===== src/rtl/stream_mux_n_if.sv =====
// rtl/stream_mux_n_if.sv - handshake bundle between N producers, the stream mux and one consumer
interface stream_mux_n_if #(
    parameter int WORD_SIZE = 32,
    parameter int NUM_IN    = 4,
    parameter int SEL_W     = 2
) ();
    logic [NUM_IN*WORD_SIZE-1:0] in_data;
    logic [NUM_IN-1:0]           in_valid;
    logic [NUM_IN-1:0]           in_ready;
    logic [SEL_W-1:0]            sel;
    logic [WORD_SIZE-1:0]        out_data;
    logic                        out_valid;
    logic                        out_ready;
    logic [SEL_W-1:0]            out_ch;

    modport master (
        output in_data, in_valid, sel, out_ready,
        input  in_ready, out_data, out_valid, out_ch
    );

    modport slave (
        input  in_data, in_valid, sel, out_ready,
        output in_ready, out_data, out_valid, out_ch
    );
endinterface


===== src/rtl/stream_mux_n.sv =====
// rtl/stream_mux_n.sv - N-input registered stream mux, external select or round-robin
module stream_mux_n #(
    parameter int WORD_SIZE = 32,
    parameter int NUM_IN    = 4,
    parameter int SEL_W     = 2,
    parameter bit RR_MODE   = 1'b0
) (
    input  logic          clk,
    input  logic          rst_n,
    stream_mux_n_if.slave bus
);
    logic [WORD_SIZE-1:0] out_data_q;
    logic                 out_valid_q;
    logic [SEL_W-1:0]     out_ch_q;
    logic [SEL_W-1:0]     rr_ptr;

    logic                 load;
    logic                 grant_ok;
    logic [SEL_W-1:0]     grant;
    logic [NUM_IN-1:0]    ready;
    int                   idx;

    assign load = !out_valid_q || bus.out_ready;

    // Round-robin scans downward so the lowest offset from rr_ptr wins.
    always_comb begin
        grant_ok = 1'b0;
        grant    = '0;
        idx      = 0;
        if (RR_MODE) begin
            for (int k = NUM_IN - 1; k >= 0; k--) begin
                idx = (int'(rr_ptr) + k) % NUM_IN;
                if (bus.in_valid[SEL_W'(idx)]) begin
                    grant_ok = 1'b1;
                    grant    = SEL_W'(idx);
                end
            end
        end else if (int'(bus.sel) < NUM_IN) begin
            if (bus.in_valid[bus.sel]) begin
                grant_ok = 1'b1;
                grant    = bus.sel;
            end
        end
    end

    always_comb begin
        ready = '0;
        if (rst_n && load && grant_ok) begin
            ready[grant] = 1'b1;
        end
    end

    always_ff @(posedge clk or negedge rst_n) begin
        if (!rst_n) begin
            out_data_q  <= '0;
            out_valid_q <= 1'b0;
            out_ch_q    <= '0;
            rr_ptr      <= '0;
        end else if (load) begin
            if (grant_ok) begin
                out_data_q  <= bus.in_data[int'(grant)*WORD_SIZE +: WORD_SIZE];
                out_ch_q    <= grant;
                out_valid_q <= 1'b1;
                if (RR_MODE) begin
                    rr_ptr <= (grant == SEL_W'(NUM_IN - 1)) ? '0 : grant + 1'b1;
                end
            end else begin
                out_valid_q <= 1'b0;
            end
        end
    end

    assign bus.in_ready  = ready;
    assign bus.out_data  = out_data_q;
    assign bus.out_valid = out_valid_q;
    assign bus.out_ch    = out_ch_q;
endmodule

===== src/flat_wrapper.sv =====
// flat-port wrapper written by rule: the top's interface ports become plain ports
module stream_mux_n_flat 
#(
    parameter int WORD_SIZE = 32,
    parameter int NUM_IN    = 4,
    parameter int SEL_W     = 2,
    parameter bit RR_MODE   = 1'b0
)
  (clk, rst_n, bus_in_data, bus_in_valid, bus_sel, bus_out_ready, bus_in_ready, bus_out_data, bus_out_valid, bus_out_ch);
  stream_mux_n_if #(.WORD_SIZE(WORD_SIZE), .NUM_IN(NUM_IN), .SEL_W(SEL_W)) bus_i ();
  input  logic clk;
  input  logic rst_n;
  input wire logic [$bits(bus_i.in_data)-1:0] bus_in_data;
  input wire logic [$bits(bus_i.in_valid)-1:0] bus_in_valid;
  input wire logic [$bits(bus_i.sel)-1:0] bus_sel;
  input wire logic [$bits(bus_i.out_ready)-1:0] bus_out_ready;
  output wire logic [$bits(bus_i.in_ready)-1:0] bus_in_ready;
  output wire logic [$bits(bus_i.out_data)-1:0] bus_out_data;
  output wire logic [$bits(bus_i.out_valid)-1:0] bus_out_valid;
  output wire logic [$bits(bus_i.out_ch)-1:0] bus_out_ch;
  assign bus_i.in_data = bus_in_data;
  assign bus_i.in_valid = bus_in_valid;
  assign bus_i.sel = bus_sel;
  assign bus_i.out_ready = bus_out_ready;
  assign bus_in_ready = bus_i.in_ready;
  assign bus_out_data = bus_i.out_data;
  assign bus_out_valid = bus_i.out_valid;
  assign bus_out_ch = bus_i.out_ch;
  stream_mux_n #(.WORD_SIZE(WORD_SIZE), .NUM_IN(NUM_IN), .SEL_W(SEL_W), .RR_MODE(RR_MODE)) u_core (.clk(clk), .rst_n(rst_n), .bus(bus_i));
endmodule

===== config.mk =====
export PLATFORM = sky130hd
export DESIGN_NAME = stream_mux_n_flat
export DESIGN_NICKNAME = d
export VERILOG_FILES = /design/src/rtl/stream_mux_n_if.sv /design/src/rtl/stream_mux_n.sv /design/src/flat_wrapper.sv
export SDC_FILE = /design/constraint.sdc
export NUM_CORES = 1
export LEC_CHECK = 0
export BUFFER_PORTS_ARGS = -buffer_cell sky130_fd_sc_hd__buf_2
export CORE_MARGIN = 10
export CORE_UTILIZATION = 38
export DETAILED_ROUTE_END_ITERATION = 12
export PLACE_DENSITY = 0.75
export REMOVE_ABC_BUFFERS = 1
export SYNTH_ARGS = -nofsm -noshare
export SYNTH_HDL_FRONTEND = slang
export SYNTH_SLANG_ARGS = --single-unit

===== constraint.sdc =====
create_clock -name clk -period 1.52 [get_ports clk]
set_input_delay 0 -clock clk [delete_from_list [all_inputs] [get_ports clk]]
set_output_delay 0 -clock clk [all_outputs]
set_load 0.02 [all_outputs]

==> results of run 1 <==
-- per-stage QoR --
step	hold WS, ns	setup slack, ns	setup TNS [ns]	area (um^2)	total power [mW]
floorplan	-0.296	-1.10	-37.76	2300	2.24
global placement	0.0982	0.0831	0	3450	2.90
detailed placement	0.108	0.0433	0	3450	2.95
CTS	0.0457	-0.112	-1.47	3620	3.65
global route	0.0715	-0.199	-2.69	3650	3.83
finish	0.0495	-0.111	-1.23	3650	3.62
-- worst min-delay path, stage by stage --
cell	delay, ns
buf_2	0.07
nand2b_1	0.14
nand2_1	0.08
-- cells in the mapped netlist (all sizes together) --
master and instances:
nand2 67, dfrtp 35, mux2 34, a221o 32
o22ai 32, buf 18, clkbuf 8, nor3b 4
and3b 2, inv 2, mux2i 2, nand3 2
nor2b 2, o21ai 2, a21boi 1, nand2b 1
nand3b 1, or2b 1
-- area by class of cell --
| cell class | count | area (um^2) | area share (%) |
|---|---|---|---|
| sequential | 35 | 876 | 24.0 |
| tap | 77 | 96.3 | 2.64 |
| clock inverter | 1 | 5.00 | 0.137 |
| timing repair buffer | 197 | 1140 | 31.2 |
| clock buffer | 7 | 76.3 | 2.09 |
| multi-input combinational | 183 | 1450 | 39.8 |
| inverter | 2 | 7.51 | 0.206 |
-- logic make-up after synthesis --
group                  Yosys count  synth area share [%]
and+or+nand+nor                 80                  14.5
AOI/OAI and AO/OA               67                  22.1
buffers and inverters           28                  7.76
DFF                             35                  35.3
muxes                           36                  20.3
-- per-layer routing --
layer / routed length [um] / part of all wire [%] / global-route usage, % / vias to the layer above
met5: 0 / 0 / 0 / -
met4: 93 / 0.95 / 3.70 / 0
met3: 913 / 9.4 / 6.04 / 10
met2: 5020 / 51 / 31.7 / 129
met1: 3730 / 38 / 19.9 / 1257
li1: - / - / - / 1278
-- report_power, final --
group / switching [mW] / total, mW / internal [mW] / leakage (nW)
Clock: 0.321 / 0.642 / 0.321 / 0.0422
Sequential: 0.137 / 1.31 / 1.18 / 0.418
Combinational: 0.840 / 1.67 / 0.829 / 1.49
-- worst paths after layout --
check / end / cells past startpoint / slack, ns / from
setup / recovery: bus_in_ready[0] / 6 / -0.11 / u_core.bus.out_valid
hold / removal: u_core.bus.out_valid / 3 / 0.05 / bus_out_ready
setup reg to reg: u_core.bus.out_data[7] / 7 / -0.10 / u_core.bus.out_valid
hold reg to reg: u_core.bus.out_data[2] / 1 / 0.51 / u_core.bus.out_data[2]
max in group asynchronous: u_core.bus.out_data[1] / 3 / 0.90 / rst_n
min in group asynchronous: u_core.bus.out_ch[1] / 3 / 0.37 / rst_n
-- sequential cells by signal, summed over array words and instances, names as in the netlist --
signal / flops
u_core.bus.out_valid: 1
u_core.bus.out_data: 32
u_core.bus.out_ch: 2
-- repair_timing --
| item | 4_1_cts | 5_1_grt |
|---|---|---|
| resized for setup | 9 | 5 |
| setup endpoints to repair | 4 | 37 |
| pin swaps | 0 | 1 |
| endpoints found under the hold margin | 35 | 0 |
| hold buffers | 1 | 0 |
| gates cloned | 1 | 0 |
| setup buffers | 2 | 2 |
-- cells in the final DEF (no fill, tap or decap), types with 3 or more instances in the layout --
cell	Yosys	routed
nand2_1	67	67
clkbuf_8	0	5
dfrtp_1	35	35
buf_6	4	4
buf_4	0	16
o22ai_1	32	32
buf_2	11	171
a221o_1	32	32
mux2_2	7	6
mux2_4	27	28
nor3b_4	0	3
buf_12	2	4
==> flow_summary.json, run 1 <==
{
  "htreeDepth": 2,
  "synth-seq-area-share_pct": 35.3,
  "finalNetCount": 561,
  "gr-total-overflow": 0,
  "ys_warn_count": 0,
  "worstSetupEndpointType": "output pin",
  "maxCapViolations": 0,
  "crit_family": "simple AND/OR/NAND/NOR gates",
  "ant_nets": 0,
  "finalMaxSlewViolations": 0,
  "cp_cell_sequence": "nand2b_1 > nor3b_4 > nor2b_4 > buf_12 > and3b_1 > buf_6",
  "ys_top_cells_by_area": "dfrtp_1, mux2_4, a221o_1, nand2_1, o22ai_1",
  "critPathMaxFanout": 6,
  "skew_ns": 0.00566,
  "avgViaCountPerCell": 5.33,
  "setup_viol": 21,
  "clock-sinks": 35,
  "fin_ws_ns": -0.111,
  "avgRoutedWirePerCell_um": 19.4,
  "ctsRootBufferMaster": "clkbuf_8",
  "synth_cells": 246,
  "max_freq_mhz": 613,
  "wirelength_mm": 9.76,
  "final_util_pct": 57.5,
  "grt_first_pass_wirelength_mm": 14.6,
  "ir_drop_mv": 0.480,
  "ys_ff_latch": 35,
  "initial_core_util_pct": 39.1,
  "grt_pass1_vias": 2881,
  "min_period_ns": 1.63,
  "fin_cells": 502,
  "cp_slowest_cell": "dfrtp_1",
  "synth_area_per_cell_um2": 10.1,
  "clk_latency_ns": 0.28,
  "drt_first_pass_iters": 4,
  "drive_above_1_share_pct": 57.2,
  "fillers": 588,
  "die_h_um": 101,
  "io_pins": 176,
  "grt.total_usage_pct": 17.8,
  "violations": "negative setup slack",
  "drt_iter0_markers": 133,
  "cts_tree": "done",
  "num_rows": 29,
  "critPathKind": "flop to output pin",
  "critical_path_buf_inv_count": 2,
  "yosysUniqueCellTypes": 25,
  "status": "complete, but fails checks",
  "hp-class": "input pin to flop",
  "rsz0062_at_grt": "true",
  "die_w_um": 101,
  "powerDensity_nw_per_um2": 993,
  "cts_buffers": 5,
  "power_leakage_nw": 1.95,
  "globalplace.congestion": 0.780,
  "syn_area_um2": 2480,
  "max_stage_delay_ns": 0.38,
  "antenna_found_initial": 0,
  "n_antenna_cell": 0,
  "die_area_um2": 10200,
  "hpwl_mm": 7.42,
  "grt_max_degree": 35,
  "dp.cells": 488,
  "clk_path_buf_depth": 2,
  "hold_viol_final": 0,
  "cp.required_ns": 1.52,
  "yosysTopAreaCell": "dfrtp_1",
  "drc": 0,
  "cp.arrival_ns": 1.63,
  "period_share_pct": 107,
  "area_delta_synth_final_pct": 47.1,
  "numPortBuffers": 175,
  "start_kind": "flop",
  "clk_pin_slew_ns": 0.07,
  "maxSlewHeadroom_pct": 72.7,
  "via_count": 2674,
  "yosysTopAreaCellShare_pct": 35.3,
  "worst_pin_slew_ns": 0.398,
  "coreArea_um2": 6350
}
Note: power is estimated with default switching activity, not from simulation.
==> inputs of run 2 (changes only) <==
--- a/config.mk
+++ b/config.mk
@@ -6,7 +6,6 @@
 export NUM_CORES = 1
 export LEC_CHECK = 0
 export BUFFER_PORTS_ARGS = -buffer_cell sky130_fd_sc_hd__buf_2
-export CORE_MARGIN = 10
 export CORE_UTILIZATION = 38
 export DETAILED_ROUTE_END_ITERATION = 12
 export PLACE_DENSITY = 0.75
==> run 2 against run 1 <==
Net effect:
- the flow still finishes with violations (negative setup slack)
- fmax rose by 1.8%
- clock skew rose by 0.0022 ns
- first-iteration DRC count fell by 11%
- critical path depth did not move
- largest power group unchanged
==> flow_summary.json, run 2 (synthesized netlist as in run 1, its figures left out) <==
{
  "status": "complete, but fails checks",
  "violations": "negative setup slack",
  "antenna_found_initial": 0,
  "maxCapViolations": 0,
  "setup_viol": 32,
  "period_share_pct": 105,
  "r2r_setup_slack_ns": -0.06,
  "clk_latency_ns": 0.27,
  "min_from": "bus_out_ready",
  "hp-class": "input pin to flop",
  "worstSetupEndpointType": "output pin",
  "die_area_um2": 6860,
  "final_cell_mix": "buf_2, nand2_1, dfrtp_1",
  "cts_buffers": 5,
  "largest_reg_flops": 32,
  "numPortBuffers": 175,
  "finalNetCount": 568,
  "coreArea_um2": 6310,
  "dp.cells": 488,
  "grt_pass1_vias": 2777,
  "drt_first_pass_iters": 4,
  "rsz0062_at_grt": "true",
  "fin_cells": 507,
  "die_w_um": 82.8,
  "drc": 0,
  "via_count": 2683,
  "critPathMaxFanout": 8,
  "grt_first_pass_wirelength_mm": 13.2,
  "drt_iter0_markers": 118,
  "cts_tree": "done",
  "powerDensity_nw_per_um2": 961,
  "grt_max_degree": 35,
  "clock-sinks": 35,
  "final_common_cell": "buf_2",
  "r2r-end": "u_core.bus.out_data[16]",
  "die_h_um": 82.8,
  "num_rows": 29,
  "gr-total-overflow": 0,
  "p_total_mw": 3.60,
  "clk_pin_slew_ns": 0.07,
  "maxSlewHeadroom_pct": 74.9,
  "avgViaCountPerCell": 5.29,
  "worst_pin_slew_ns": 0.366,
  "finalMaxSlewViolations": 0,
  "cp.required_ns": 1.52,
  "ir_drop_mv": 0.489,
  "place_area_um2": 3490,
  "clk_path_buf_depth": 2,
  "io_pins": 176,
  "skew_ns": 0.00781,
  "avgRoutedWirePerCell_um": 15.8,
  "htreeDepth": 2,
  "min_period_ns": 1.60,
  "hpwl_mm": 5.96,
  "grt.total_usage_pct": 23.6,
  "power_leakage_nw": 2.00,
  "r2r_start": "u_core.bus.out_valid",
  "n_antenna_cell": 0,
  "critPathKind": "flop to output pin",
  "hold_viol_final": 0,
  "initial_core_util_pct": 39.3,
  "worst_hold_path.endpoint": "u_core.bus.out_valid",
  "ctsRootBufferMaster": "clkbuf_8",
  "start_kind": "flop",
  "globalplace.congestion": 0.813,
  "wirelength_mm": 8.03,
  "max_freq_mhz": 625,
  "drive_above_1_share_pct": 57.9,
  "fin_area_um2": 3740,
  "reg2reg_depth": 6,
  "min_path_cells": 3,
  "area_delta_synth_final_pct": 50.9,
  "ant_nets": 0,
  "cp.arrival_ns": 1.60,
  "fin_ws_ns": -0.0811
}
## run 2: changes by cell type in the layout (fill, tap and decap cells not counted), sizes merged
cell / before / now
buf: 196 / 202
clkinv: 1 / 0
## run 2: critical path, cell delays in order (launching register included)
cell and delay, ns:
dfrtp_1 0.38, nand2b_1 0.12, nor3b_4 0.26, nor2b_4 0.09, buf_12 0.14, and3b_1 0.22
buf_6 0.12
## run 2: area by class of cell
type / instances / area [um^2]
Clock buffer: 6 / 72.6
Fill cell: 569 / 2570
Inverter: 2 / 7.51
Multi-Input combinational cell: 183 / 1440
Sequential cell: 35 / 876
Tap cell: 77 / 96.3
Timing Repair Buffer: 204 / 1250
## run 2: worst max path at each step
| stage | from | end | slack [ns] | depth (start not counted) |
|---|---|---|---|---|
| after floorplan | u_core.bus.out_valid | u_core.bus.out_ch[1] | -1.10 | 4 |
| after global placement | bus_sel[1] | u_core.bus.out_data[14] | 0.07 | 6 |
| after detailed placement | bus_sel[1] | u_core.bus.out_data[19] | 0.03 | 6 |
| after CTS | u_core.bus.out_valid | bus_in_ready[0] | -0.1 | 6 |
| after global routing | u_core.bus.out_valid | bus_in_ready[1] | -0.21 | 6 |
| final | u_core.bus.out_valid | bus_in_ready[1] | -0.08 | 6 |
## run 2: per-stage QoR
stage / TNS [ns] / util [%] / hold WS [ns] / setup WS, ns
floorplan: -37.76 / - / -0.296 / -1.10
global placement: 0 / 55.3 / -0.139 / 0.0723
detailed placement: 0 / 55.3 / -0.127 / 0.0282
CTS: -1.58 / 58.3 / 0.0532 / -0.0994
global route: -4.40 / 59.3 / 0.0600 / -0.211
finish: -1.30 / 59.3 / 0.0556 / -0.0811
## run 2: timing repair
| action | CTS | global route |
|---|---|---|
| hold buffers | 1 | 0 |
| endpoints found under the hold margin | 35 | 0 |
| setup endpoints to repair | 4 | 34 |
| gates cloned | 1 | 1 |
| resized for setup | 8 | 2 |
| pin swaps | 2 | 0 |
| setup buffers | 5 | 5 |
## run 2: metal layers
metal	vias to the layer above	routed length (um)	GRT usage, %
met1	1240	3300	29.2
met3	10	475	3.48
li1	1294	-	-
met5	-	0	0
met2	139	4150	42.0
met4	0	107	7.68
## run 2: where the power goes
group	switching [mW]	internal, mW	total [mW]
Clock	0.287	0.305	0.592
Combinational	0.826	0.871	1.70
Sequential	0.133	1.18	1.31
